<file path="config.mk">
export PLATFORM = sky130hd
export DESIGN_NAME = deadtime_gate
export DESIGN_NICKNAME = d
export VERILOG_FILES = /design/src/rtl/servo_pkg.sv /design/src/rtl/deadtime_phase.sv /design/src/rtl/deadtime_gate.sv
export SDC_FILE = /design/constraint.sdc
export NUM_CORES = 1
export LEC_CHECK = 0
export ABC_CLOCK_PERIOD_IN_PS = 2600
export CORE_ASPECT_RATIO = 2
export CORE_UTILIZATION = 29
export CTS_CLUSTER_DIAMETER = 150
export DETAILED_ROUTE_END_ITERATION = 7
export PLACE_DENSITY = 0.59
export SYNTH_ARGS = -nofsm -noshare
export SYNTH_HDL_FRONTEND = slang
export SYNTH_SLANG_ARGS = --single-unit
</file>
<file path="constraint.sdc">
create_clock -name clk -period 2.6 [get_ports clk]
set_input_delay 0.52 -clock clk [delete_from_list [all_inputs] [get_ports clk]]
set_output_delay 0.52 -clock clk [all_outputs]
set_load 0.005 [all_outputs]
</file>
<file path="src/rtl/servo_pkg.sv">
// rtl/servo_pkg.sv - shared types and register map for the dead-time gate
package servo_pkg;

    // Per-phase gate state.
    typedef enum logic [1:0] {
        PH_IDLE = 2'd0,
        PH_UON  = 2'd1,
        PH_LON  = 2'd2
    } phase_state_t;

    localparam logic [1:0] DTG_ADDR_DEADTIME = 2'd0;
    localparam logic [1:0] DTG_ADDR_ENABLE   = 2'd1;
    localparam logic [1:0] DTG_ADDR_FAULTCLR = 2'd2;

endpackage

</file>
<file path="src/rtl/deadtime_phase.sv">
// rtl/deadtime_phase.sv - one half-bridge phase: gate FSM plus dead-time counter
//
// Ports:
//   clk, reset      clock, asynchronous active-high reset
//   req_u, req_l    decoded exclusive high/low-side requests
//   block           forces the phase off and inhibits turn-on
//   deadtime        countdown value loaded whenever a gate turns off
//   ugate, lgate    registered gate commands (mutually exclusive)
module deadtime_phase
    import servo_pkg::*;
#(
    parameter int DT_WIDTH = 8
) (
    input  logic                clk,
    input  logic                reset,
    input  logic                req_u,
    input  logic                req_l,
    input  logic                block,
    input  logic [DT_WIDTH-1:0] deadtime,
    output logic                ugate,
    output logic                lgate
);

    phase_state_t        state, state_next;
    logic [DT_WIDTH-1:0] cnt, cnt_next;
    logic                ugate_next, lgate_next;

    always_ff @(posedge clk or posedge reset) begin
        if (reset) begin
            state <= PH_IDLE;
            cnt   <= '0;
            ugate <= 1'b0;
            lgate <= 1'b0;
        end else begin
            state <= state_next;
            cnt   <= cnt_next;
            ugate <= ugate_next;
            lgate <= lgate_next;
        end
    end

    // The counter only runs in IDLE, and the request seen when it reaches
    // zero decides the next state; request changes never restart it.
    always_comb begin
        state_next = state;
        cnt_next   = cnt;
        case (state)
            PH_IDLE: begin
                if (cnt != '0) begin
                    cnt_next = cnt - DT_WIDTH'(1);
                end else if (!block && req_u) begin
                    state_next = PH_UON;
                end else if (!block && req_l) begin
                    state_next = PH_LON;
                end
            end
            PH_UON: begin
                if (!req_u || block) begin
                    state_next = PH_IDLE;
                    cnt_next   = deadtime;
                end
            end
            PH_LON: begin
                if (!req_l || block) begin
                    state_next = PH_IDLE;
                    cnt_next   = deadtime;
                end
            end
            default: begin
                state_next = PH_IDLE;
                cnt_next   = deadtime;
            end
        endcase
    end

    // Gate commands are decoded from the next state and registered, so the
    // pins come straight off flops and can never be high together.
    always_comb begin
        ugate_next = (state_next == PH_UON);
        lgate_next = (state_next == PH_LON);
    end

endmodule

</file>
<file path="src/rtl/deadtime_gate.sv">
// rtl/deadtime_gate.sv - dead-time insertion and fault gating between PWM and gate drivers
//
// Ports:
//   clk, reset                          clock, asynchronous active-high reset
//   MMS_addr/MMS_write/MMS_writedata    write-only register slave
//   Udrive_in, Ldrive_in                raw modulator compare outputs
//   fault_n                             asynchronous active-low overcurrent input
//   Ugate, Lgate                        registered gate commands
//   fault_latched                       sticky fault status
//   irqout                              one-cycle pulse on fault entry
module deadtime_gate
    import servo_pkg::*;
#(
    parameter int NPHASE   = 3,
    parameter int DT_WIDTH = 8
) (
    input  logic              clk,
    input  logic              reset,
    input  logic [1:0]        MMS_addr,
    input  logic              MMS_write,
    input  logic [31:0]       MMS_writedata,
    input  logic [NPHASE-1:0] Udrive_in,
    input  logic [NPHASE-1:0] Ldrive_in,
    input  logic              fault_n,
    output logic [NPHASE-1:0] Ugate,
    output logic [NPHASE-1:0] Lgate,
    output logic              fault_latched,
    output logic              irqout
);

    logic [DT_WIDTH-1:0] deadtime;
    logic                enable;
    logic                fault_meta, fault_sync;
    logic                fault_act;
    logic                clear_wr;
    logic                block;
    logic [NPHASE-1:0]   req_u, req_l;
    logic                unused_wdata;

    assign unused_wdata = ^MMS_writedata[31:DT_WIDTH];

    always_ff @(posedge clk or posedge reset) begin
        if (reset) begin
            deadtime <= '1;
            enable   <= 1'b0;
        end else if (MMS_write) begin
            if (MMS_addr == DTG_ADDR_DEADTIME) deadtime <= MMS_writedata[DT_WIDTH-1:0];
            if (MMS_addr == DTG_ADDR_ENABLE)   enable   <= MMS_writedata[0];
        end
    end

    // Synchronizer flops idle high (no fault) out of reset.
    always_ff @(posedge clk or posedge reset) begin
        if (reset) begin
            fault_meta <= 1'b1;
            fault_sync <= 1'b1;
        end else begin
            fault_meta <= fault_n;
            fault_sync <= fault_meta;
        end
    end

    assign fault_act = ~fault_sync;
    assign clear_wr  = MMS_write && (MMS_addr == DTG_ADDR_FAULTCLR) && MMS_writedata[0];

    // An active fault always wins over a clear in the same cycle.
    always_ff @(posedge clk or posedge reset) begin
        if (reset) begin
            fault_latched <= 1'b0;
            irqout        <= 1'b0;
        end else begin
            irqout <= fault_act & ~fault_latched;
            if (fault_act)     fault_latched <= 1'b1;
            else if (clear_wr) fault_latched <= 1'b0;
        end
    end

    assign block = fault_latched | fault_act | ~enable;
    assign req_u = Udrive_in & ~Ldrive_in;
    assign req_l = Ldrive_in & ~Udrive_in;

    for (genvar g = 0; g < NPHASE; g++) begin : g_phase
        deadtime_phase #(
            .DT_WIDTH (DT_WIDTH)
        ) u_phase (
            .clk      (clk),
            .reset    (reset),
            .req_u    (req_u[g]),
            .req_l    (req_l[g]),
            .block    (block),
            .deadtime (deadtime),
            .ugate    (Ugate[g]),
            .lgate    (Lgate[g])
        );
    end

endmodule

</file>
==> parameters.txt, run 1 <==
Parameter                              Value

Run status
  Status ... finished clean

Clock network
  H-tree levels ... 2
  Root buffer cell ... sky130_fd_sc_hd__clkbuf_16
  Total setup buffers inserted after CTS ... 0
  Largest buffer count on any clock path ... 2
  Latest clock arrival within the worst-skew pair ... approximately 0.3 ns
  Clk sink count ... 49
  CTS buffer count ... 5
  Clock slew seen by the registers of the worst setup and hold paths ... 0.07 ns
  Total of hold buffers inserted after clock tree synthesis ... 0
  TritonCTS clock tree ... built
  Cells resized by post-CTS repair ... 0

Routing
  Length of the first detailed-routing pass in iterations ... 4
  Antenna Violating Nets Remaining ... 0
  Count of routing violations after the opening detailed-route iteration ... between 90 and 100
  Routed vias ... 2,088
  Vias per Instance ... 5.41
  Post-detailed-route wirelength per cell ... 16.4 um
  Wire length after detailed routing ... 6320 um
  Final routed DRC violation total ... 0

Synthesis
  Proportion of register bits with asynchronous set or reset after synthesis ... 100%
  Register bit count reported by yosys ... 49
  Warnings from Yosys ... 0
  Syn_area_per_cell ... 10.2 um^2
  Number of distinct library cells after synthesis ... 53
  Number of enable flip-flop cells after synthesis ... 0
  Most used flip-flop cell after synthesis ... sky130_fd_sc_hd__dfrtp_1
  Sequential element share of the synthesized area ... 47.0%
  Post-synthesis cell type with the largest combined area ... sky130_fd_sc_hd__dfrtp_1
  Share of the synthesized area in the top cell type ... 37.0%
  Synthesized Nets ... 309
  Mapped Cells ... 259
  Mapped cell area ... 2640 um^2
  Leading cell types by total area after synthesis ... sky130_fd_sc_hd__dfrtp_1 (37%), sky130_fd_sc_hd__dfstp_2 (10%), sky130_fd_sc_hd__nand2_1 (3.1%)

Final layout
  Net count of the finished layout ... 335
  Layout fillers ... between 800 and 900
  Growth of design area from synthesis to finish ... 20.0%
  Post-Layout Cell Count ... between 300 and 400
  Final Instance Area ... 3160 um^2
  Share of layout cells above drive strength 1 ... 17.1%
  Antenna cells ... 0

STA
  Number of slew-limit violations in the final report ... 0
  Setup repair after global routing missed its margin ... false
  Setup-failing EPs final ... 0
  Timing-limited maximum frequency ... approximately 450 MHz
  Final critical delay including setup and external delays ... ~2.2 ns
  Final hold violations ... 0
  Sum of negative setup slack ... 0 ns
  Worst Tran Pin Value ... 0.662 ns
  Max_slew headroom ... 55.5%
  Period Utilization, post-route ... 84.9%
  Worst Clk Skew ... 0.00738 ns

Die
  I/O pin total ... 52
  Starting utilization of the core area ... 30.3%
  Die H ... between 100 and 150 um
  DIE WIDTH ... 69.4 um
  Placeable Area ... 8710 um^2
  Die footprint ... roughly 9500 um^2
  Row count ... 48

Hold path
  Hold Path Sink ... fault_sync
  Worst hold-check path type ... reg -> reg
  Startpoint of the most critical hold path ... fault_meta
  Hold Path Depth ... 0

Placed design
  HPWL reported at the end of detailed placement ... 4840 um
  Cell Count Post-Placement ... 378
  Post-Place Cell Area ... 3010 um^2
  RePlAce Congestion ... 0.816
  Count of buffers inserted at the top-level ports ... 27

Critical path
  Setup CP Type ... reg -> reg
  Critical path data required time ... roughly 2.8 ns
  Arrival @ worst endpoint ... roughly 2.4 ns
  Critical Path Fanout Max ... 13
  Critical path launch point type ... register
  FF-to-FF End ... g_phase[1].u_phase.cnt[1]
  Logic depth of the worst register-to-register path ... 4
  CP endpoint kind ... register
  Startpoint of the worst-slack reg-to-reg timing path ... g_phase[1].u_phase.cnt[3]
  Minimum setup slack among reg-to-reg paths ... roughly 0.39 ns

GRT
  Total routing resource utilization after global routing ... 14.3%
  Grt total ovfl ... 0
  Wire length of the first global-routing pass ... 10,500 um
  Antenna violations before repair ... 0
  Largest net degree at the start of global routing ... 26
  Vias in the first global route ... 2,137

Pwr
  Worst supply voltage drop on vdd ... 0.424 mV
  Ratio of total power to cell area ... between 800 and 900 nW/um^2
  Static Leak ... about 1.3 nW

Job
  Max-Cap Viols ... 0
registers in the layout, indices dropped and copies added, names as in the netlist:
register,cells
g_phase.u_phase.lgate,3
g_phase.u_phase.state,6
irqout,1
enable,1
fault_latched,1
fault_sync,1
deadtime,8
g_phase.u_phase.ugate,3
fault_meta,1
g_phase.u_phase.cnt,24
cell usage in the layout, fill, tap and decap left out, drive strengths merged, types with 3 or more instances in the layout:
cell,n
nand2,22
nand3b,4
o2bb2ai,5
ha,6
o211ai,5
a211oi,7
a32o,3
or3b,4
inv,15
or4,3
a21oi,12
mux2,7
o21ai,7
a31oi,3
nand3,10
buf,6
clkdlybuf4s50,27
nand2b,4
clkbuf,6
nor4,5
nor2,11
or3,3
dfstp,10
nor3,15
dfrtp,39
nor3b,8
or2,4
worst max-delay path by stage:
stage	from	to	slack, ns	cells after the start
3_3_place_gp	Ldrive_in[2]	g_phase[2].u_phase.cnt[6]	0.33	6
4_1_cts	g_phase[1].u_phase.cnt[3]	g_phase[1].u_phase.cnt[1]	0.38	4
3_5_place_dp	Ldrive_in[2]	g_phase[2].u_phase.cnt[6]	0.33	6
2_1_floorplan	g_phase[1].u_phase.cnt[3]	g_phase[1].u_phase.state[1]	0.60	4
5_1_grt	g_phase[1].u_phase.cnt[3]	g_phase[1].u_phase.cnt[1]	0.32	4
6_report	g_phase[1].u_phase.cnt[3]	g_phase[1].u_phase.cnt[1]	0.39	4
final cells by class:
cell class | count | area [um^2] | area share (%)
Multi-Input combinational cell | 182 | 1260 | 39.9
Sequential cell | 49 | 1240 | 39.2
Timing Repair Buffer | 33 | 328 | 10.4
Clock buffer | 6 | 139 | 4.39
Tap cell | 100 | 125 | 3.96
Inverter | 14 | 52.6 | 1.66
Clock inverter | 2 | 17.5 | 0.554
cell families after synthesis:
| kind of cell | Yosys count | share of synthesized area, % |
|---|---|---|
| buffers and inverters | 28 | 5.13 |
| adder cells (fa/ha/maj) | 6 | 2.85 |
| AND/OR/NAND/NOR | 104 | 22.9 |
| multiplexers | 9 | 3.75 |
| AO/OA/AOI/OAI | 62 | 18.0 |
| flip-flops | 49 | 47.0 |
| XOR/XNOR | 1 | 0.332 |
per-layer routing:
layer	GRT usage [%]	routed length [um]
met3	1.69	120
met1	14.1	2410
met2	27.7	3530
met5	0	0
met4	8.84	269
through the flow:
step                total power, W  setup WS [ns]  util, %  hold slack (ns)
floorplan                  0.00180          0.598        -            0.345
global placement           0.00203          0.333     34.5            0.348
detailed placement         0.00206          0.327     34.5            0.353
CTS                        0.00276          0.381     36.3            0.363
global route               0.00291          0.317     36.3            0.363
finish                     0.00273          0.393     36.3            0.360
where the power goes:
group          switching (W)  internal (W)
Sequential          0.000231       0.00100
Clock               0.000306      0.000389
Combinational       0.000393      0.000412
worst max-delay path: stages, from the launching register on:
cell                      delay, ns
sky130_fd_sc_hd__dfrtp_1       0.43
sky130_fd_sc_hd__or4_4         0.57
sky130_fd_sc_hd__or4_4         0.65
sky130_fd_sc_hd__nand2_1       0.26
sky130_fd_sc_hd__mux2i_1       0.22
cells in the mapped netlist, types with 10 or more instances:
library cell	number
sky130_fd_sc_hd__dfrtp_1	39
sky130_fd_sc_hd__nand2_1	22
sky130_fd_sc_hd__nor3_1	15
sky130_fd_sc_hd__inv_1	14
sky130_fd_sc_hd__a21oi_1	12
sky130_fd_sc_hd__nor2_1	11
sky130_fd_sc_hd__dfstp_2	10
sky130_fd_sc_hd__nand3_1	10
Power figures use the tool's default switching activity.
==> run 2, diff against run 1 <==
Settings changed: ABC_CLOCK_PERIOD_IN_PS 2600 to 2100.
Clock period 2.6 ns to 2.1 ns, I/O delays scaled along.
==> run 2 against run 1 <==
Power is 25% higher. Final cell count is 3.1% higher. Largest power group unchanged. Clock-buffer cell count is 1 lower. Critical endpoint is now g_phase[1].u_phase.cnt[2].
==> parameters.txt, run 2 (same netlist as run 1, synthesis figures left out) <==
Parameter                              Value

STA
  Timing-limited maximum frequency ... 501 MHz
  Final hold violations ... 0
  Worst Tran Pin Value ... 0.630 ns
  Worst Clk Skew ... 0.00734 ns
  Number of slew-limit violations in the final report ... 0
  Period Utilization, post-route ... 95.1%
  Sum of negative setup slack ... 0 ns
  Setup repair after global routing missed its margin ... false
  Max_slew headroom ... 57.8%
  Setup-failing EPs final ... 0
  Final critical delay including setup and external delays ... roughly 2.0 ns

Routing
  Wire length after detailed routing ... 6490 um
  Length of the first detailed-routing pass in iterations ... 4
  Post-detailed-route wirelength per cell ... 16.3 um
  Count of routing violations after the opening detailed-route iteration ... roughly 140
  Routed vias ... 2,201
  Met3 wire len ... 184 um
  Final routed DRC violation total ... 0
  Wire length on met1 ... 2450 um
  Top metal layer carrying routed signals ... met4
  Antenna Violating Nets Remaining ... 0
  Vias per Instance ... 5.53
  Detail Route met2 WL ... 3600 um

Critical path
  Arrival @ worst endpoint ... 2.21 ns
  Critical Path Fanout Max ... 6
  Setup CP Type ... reg -> reg
  Critical path launch point type ... register
  Critical path data required time ... 2.31 ns
  Minimum setup slack among reg-to-reg paths ... about 0.10 ns
  CP endpoint kind ... register
  Startpoint of the worst-slack reg-to-reg timing path ... g_phase[1].u_phase.cnt[4]
  Logic depth of the worst register-to-register path ... 5
  FF-to-FF End ... g_phase[1].u_phase.cnt[2]

Die
  Row count ... 48
  Placeable Area ... roughly 8700 um^2
  I/O pin total ... 52
  Die footprint ... 9490 um^2
  Starting utilization of the core area ... 30.3%
  DIE WIDTH ... 69.4 um
  Die H ... 137 um

GRT
  Wire length of the first global-routing pass ... 10,900 um
  Grt total ovfl ... 0
  Largest net degree at the start of global routing ... 50
  Total routing resource utilization after global routing ... between 10% and 20%
  Antenna violations before repair ... 0
  Vias in the first global route ... roughly 2,200

Pwr
  Static Leak ... roughly 1.3 nW
  Sequential Power Share ... between 40% and 50%
  Net switching power ... 0.00119 W
  Ratio of total power to cell area ... 1050 nW/um^2
  Worst supply voltage drop on vdd ... a little under 0.6 mV
  Net switching fraction of the power ... 34.7%
  Share of total power in the clock network ... 24.8%
  Logic gate share of total power ... between 30% and 40%
  Post-layout power ... 0.00343 W
  Internal Pwr Total ... 0.00224 W

Final layout
  Antenna cells ... 0
  Final Instance Area ... 3250 um^2
  Share of layout cells above drive strength 1 ... between 20% and 30%
  Growth of design area from synthesis to finish ... 23.4%
  Core occupancy in the finished layout ... between 30% and 40%
  Leading registers by flop count ... g_phase.u_phase.cnt x24, deadtime x8, g_phase.u_phase.state x6
  Flip-flop count of the largest register, all copies and words added ... 24
  Largest Register ... g_phase.u_phase.cnt
  Post-Layout Cell Count ... 398
  Most frequent cells in the layout ... sky130_fd_sc_hd__dfrtp_1 (39), sky130_fd_sc_hd__clkdlybuf4s50_1 (27), sky130_fd_sc_hd__nand2_1 (21)
  Net count of the finished layout ... ~350
  Most common library cell in the layout ignoring fill and taps ... sky130_fd_sc_hd__dfrtp_1

Clock network
  Clock slew seen by the registers of the worst setup and hold paths ... 0.07 ns
  CTS buffer count ... 5
  Total setup buffers inserted after CTS ... 0
  Clk sink count ... 49
  Largest buffer count on any clock path ... 2
  Latest clock arrival within the worst-skew pair ... roughly 0.29 ns
  TritonCTS clock tree ... built
  Root buffer cell ... sky130_fd_sc_hd__clkbuf_16
  H-tree levels ... 2

Job
  Max-Cap Viols ... 0

Hold path
  Worst hold-check path type ... reg -> reg
  Startpoint of the most critical hold path ... fault_meta
  Hold Path Sink ... fault_sync
  Hold Path Depth ... 0

Placed design
  Count of buffers inserted at the top-level ports ... 27
  HPWL reported at the end of detailed placement ... 4760 um
  Cell Count Post-Placement ... 390
  RePlAce Congestion ... 0.824
  Post-Place Cell Area ... 3100 um^2

Run status
  Status ... finished clean
## run 2: changes by cell type in the layout (fill, tap and decap cells not counted), sizes merged
cell    before  now
buf          6   18
inv         15   16
clkbuf       6    5
## run 2: cell type report
cell class,instances,area [um^2]
tap,100,125
clock inverter,3,28.8
inverter,14,52.6
clock buffer,5,125
timing repair buffer,45,418
sequential,49,1240
multi-input combinational,182,1260
fill,868,5460
## run 2: how the worst max path moves through the flow
stage          cells after the start                       from  slack (ns)                     endpoint
2_1_floorplan                      4  g_phase[1].u_phase.cnt[3]         0.1  g_phase[1].u_phase.state[1]
3_3_place_gp                       6               Ldrive_in[2]       -0.03    g_phase[2].u_phase.cnt[6]
3_5_place_dp                       6               Ldrive_in[2]       -0.07    g_phase[2].u_phase.cnt[4]
4_1_cts                            5  g_phase[1].u_phase.cnt[4]       0.003    g_phase[1].u_phase.cnt[2]
5_1_grt                            5  g_phase[1].u_phase.cnt[4]        0.01    g_phase[1].u_phase.cnt[0]
6_report                           5  g_phase[1].u_phase.cnt[4]        0.10    g_phase[1].u_phase.cnt[2]
## run 2: metal layers
metal,GRT usage [%],vias up
li1,-,1050
met1,15.4,1093
met2,27.8,46
met3,1.55,12
met4,8.62,0
met5,0,-
## run 2: through the flow
step | setup slack (ns) | hold slack, ns
final | 0.103 | 0.360
after floorplan | 0.0976 | 0.345
after global placement | -0.0324 | 0.348
after CTS | 0.00325 | 0.363
after global routing | 0.0142 | 0.367
after detailed placement | -0.0722 | 0.352
## run 2: timing repair
| item | 4_1_cts | 5_1_grt |
|---|---|---|
| setup endpoints to repair | 1 | 6 |
| resized for setup | 1 | 0 |
| pin swaps | 0 | 1 |
| hold buffers | 0 | 0 |
## run 2: power groups by stage
stage	registers [W]	clock network, W	logic [W]
5_1_grt	0.00156	0.000918	0.00121
3_5_place_dp	0.00153	0	0.00105
4_1_cts	0.00152	0.000879	0.00105
2_1_floorplan	0.00144	0	0.000798
6_report	0.00152	0.000849	0.00105
3_3_place_gp	0.00153	0	0.00102
## run 2: critical path: stages (launching register included)
cell,delay (ns)
sky130_fd_sc_hd__dfrtp_1,0.44
sky130_fd_sc_hd__or4_4,0.55
sky130_fd_sc_hd__or4_4,0.50
sky130_fd_sc_hd__buf_4,0.19
sky130_fd_sc_hd__o211ai_1,0.09
sky130_fd_sc_hd__o2bb2ai_1,0.15
==> run 3, diff against run 2 <==
Settings changed: CORE_UTILIZATION 29 to 35, PLACE_DENSITY 0.59 to 0.67, SYNTH_HIERARCHICAL set to 1.
==> run 3 against run 2 <==
Combinational power fell by 89%. Die area fell by 19%. Area after synthesis fell by 2.2%. Fmax fell by 0.74%. Register-to-register slack barely moved. Sequential power fell by 30%. Critical endpoint is now g_phase[1].u_phase/cnt[2]. Highest routed layer unchanged.
==> parameters.txt, run 3 <==
Parameter                              Value

GRT
  Wire length of the first global-routing pass ... 10,200 um
  Vias in the first global route ... 2,201
  Antenna violations before repair ... 0
  Total routing resource utilization after global routing ... 17.2%
  Grt total ovfl ... 0
  Largest net degree at the start of global routing ... 16

Routing
  Final routed DRC violation total ... 0
  Antenna Violating Nets Remaining ... 0
  Vias per Instance ... 5.39
  Routed vias ... 2,141
  Length of the first detailed-routing pass in iterations ... 4
  Count of routing violations after the opening detailed-route iteration ... 70
  Post-detailed-route wirelength per cell ... 14.9 um
  Wire length after detailed routing ... ~5900 um

Die
  Die H ... 123 um
  Placeable Area ... 7050 um^2
  DIE WIDTH ... 62.7 um
  Row count ... 43
  Die footprint ... 7730 um^2
  Starting utilization of the core area ... 36.6%
  I/O pin total ... 52

Critical path
  Stage delay of the slowest cell on the critical path ... approximately 0.49 ns
  Minimum setup slack among reg-to-reg paths ... 0.09 ns
  Critical path data required time ... 2.28 ns
  Arrival @ worst endpoint ... 2.19 ns
  Ordered cell list for the critical path ... inv_2, ha_4, or4b_4, nor4_4, o22ai_4, buf_4, a22o_1
  Critical Path Fanout Max ... 4
  Setup CP Type ... reg -> reg
  CP endpoint kind ... register
  Critical path launch point type ... register
  Critical Path Slowest Stage Cell ... sky130_fd_sc_hd__or4b_4

Placed design
  RePlAce Congestion ... roughly 0.84
  Cell Count Post-Placement ... 384
  Worst slack at placement ... 0.0257 ns
  HPWL reported at the end of detailed placement ... 4400 um
  Count of buffers inserted at the top-level ports ... 27

Pwr
  Post-layout power ... 0.00212 W
  Static Leak ... 1.38 nW
  Worst supply voltage drop on vdd ... approximately 0.38 mV
  Ratio of total power to cell area ... ~640 nW/um^2

Synthesis
  Most used flip-flop cell after synthesis ... sky130_fd_sc_hd__dfrtp_1
  Syn_area_per_cell ... approximately 10 um^2
  Number of enable flip-flop cells after synthesis ... 0
  Proportion of register bits with asynchronous set or reset after synthesis ... 100%
  XOR/XNOR Fraction of Synth Area ... 0%
  Post-synthesis cell type with the largest combined area ... sky130_fd_sc_hd__dfrtp_1
  Synth Area in Adders ... around 1.5%
  Mapped Cells ... roughly 260
  Fraction of synthesized area in multiplexers ... roughly 4%
  Share of the synthesized area in the top cell type ... between 30 and 40%
  Mapped cell area ... 2580 um^2
  Leading cell types by total area after synthesis ... sky130_fd_sc_hd__dfrtp_1 (38%), sky130_fd_sc_hd__dfstp_2 (10%), sky130_fd_sc_hd__mux2_2 (3.9%)
  Register bit count reported by yosys ... between 40 and 50
  Number of distinct library cells after synthesis ... 34
  Main combinational cell family by area after synthesis ... compound AO/OA/AOI/OAI gates
  Warnings from Yosys ... 6
  Synth Area in Compound Gates ... 21.9%
  Most used standard cells in the synthesized netlist ... sky130_fd_sc_hd__dfrtp_1 (39), sky130_fd_sc_hd__nand2_1 (24), sky130_fd_sc_hd__o21ai_0 (19)
  Cell with the most instances after synthesis ... sky130_fd_sc_hd__dfrtp_1
  Synthesized Nets ... between 300 and 400
  Basic-gate share of the synthesized area counting and, or, nand and nor cells ... 20.4%
  Sequential element share of the synthesized area ... 48.1%

STA
  Timing-limited maximum frequency ... 497 MHz
  Worst Tran Pin Value ... 0.653 ns
  Setup-failing EPs final ... 0
  Final-layout worst hold slack ... about 0.36 ns
  Max_slew headroom ... between 50% and 60%
  Period Utilization, post-route ... 95.8%
  Worst Clk Skew ... approximately 0.0043 ns
  Crit path setup slack, layout ... 0.0883 ns
  Final hold violations ... 0
  Final critical delay including setup and external delays ... 2.01 ns
  Number of slew-limit violations in the final report ... 0

Clock network
  Clock slew seen by the registers of the worst setup and hold paths ... 0.06 ns
  TritonCTS clock tree ... built
  Largest buffer count on any clock path ... 2
  Clk sink count ... 49
  Latest clock arrival within the worst-skew pair ... 0.29 ns
  H-tree levels ... 2
  Root buffer cell ... sky130_fd_sc_hd__clkbuf_16
  CTS buffer count ... 5
  Total of hold buffers inserted after clock tree synthesis ... 0

Job
  Max-Cap Viols ... 0

Final layout
  Flip-flop count of the largest register, all copies and words added ... 24
  Core occupancy in the finished layout ... 47.1%
  Growth of design area from synthesis to finish ... 28.8%
  Post-Layout Cell Count ... 397
  Most frequent cells in the layout ... sky130_fd_sc_hd__dfrtp_1 (39), sky130_fd_sc_hd__clkdlybuf4s50_1 (27), sky130_fd_sc_hd__nand2_1 (24)
  Share of layout cells above drive strength 1 ... 23.5%
  Leading registers by flop count ... g_phase.u_phase/cnt x24, deadtime x8, g_phase.u_phase/state x6
  Largest Register ... g_phase.u_phase/cnt
  Layout fillers ... 661
  Most common library cell in the layout ignoring fill and taps ... sky130_fd_sc_hd__dfrtp_1
  Antenna cells ... 0
  Net count of the finished layout ... 353

Run status
  Status ... finished clean

Hold path
  Worst hold-check path type ... reg -> reg
==> run 3: cell types whose count changed after synthesis, moves of 7 or more <==
cell	delta
sky130_fd_sc_hd__nor3b_1	-7
sky130_fd_sc_hd__o21ai_0	+12
sky130_fd_sc_hd__a211oi_1	-7
sky130_fd_sc_hd__nand2b_1	+8
==> run 3: report_power, final <==
| group | switching [W] | leakage [nW] | internal, W |
|---|---|---|---|
| logic | 0.0000450 | 0.716 | 0.0000671 |
| registers | 0.0000588 | 0.582 | 0.00101 |
| clock network | 0.000350 | 0.0831 | 0.000594 |
==> run 3: worst paths after layout <==
check	from	to	depth (start not counted)
max reg2reg	g_phase[1].u_phase/cnt[1]	g_phase[1].u_phase/cnt[2]	7
min reg2reg	fault_meta	fault_sync	0
max in group asynchronous	reset	fault_meta	2
max	g_phase[1].u_phase/cnt[1]	g_phase[1].u_phase/cnt[2]	7
min in group asynchronous	reset	enable	2
min	fault_meta	fault_sync	0
==> run 3: per-layer routing <==
layer,vias up,wire [um],track usage [%]
li1,1039,-,-
met5,-,0,0
met2,37,3110,30.8
met3,14,178,2.95
met4,0,247,10.6
met1,1051,2400,18.6
==> run 3: cell type report <==
type,count,area (um^2),area share (%)
clock buffers,6,139,4.18
repair buffers,50,463,13.9
flip-flops and latches,49,1240,37.3
well taps,90,113,3.39
clock inverters,2,37.5,1.13
multi-input cells,186,1280,38.5
inverters,14,52.6,1.58
==> run 3: cell families (layout without fill, tap and decap cells) <==
logic type / Yosys count / after routing
simple gates: 89 / 89
compound gates: 85 / 85
flops: 49 / 49
buf+inv: 23 / 72
mux: 9 / 9
fa+ha+maj: 3 / 3
==> run 3: through the flow <==
step	cell area (um^2)	setup TNS, ns
floorplan	2580	0
global placement	3050	0
detailed placement	3050	0
CTS	3230	0
global route	3320	-0.0357
finish	3320	0
==> run 3: worst max-delay path, delay by kind of cell, from the launching register on <==
kind	cells	cell delay [ns]
simple gates	2	0.80
flops	1	0.39
compound gates	2	0.33
buf+inv	2	0.24
fa+ha+maj	1	0.14
==> run 3: timing repair <==
action	CTS	global route
setup endpoints to repair	0	7
setup buffers	0	5
resized for setup	0	14
hold endpoints to repair	0	0
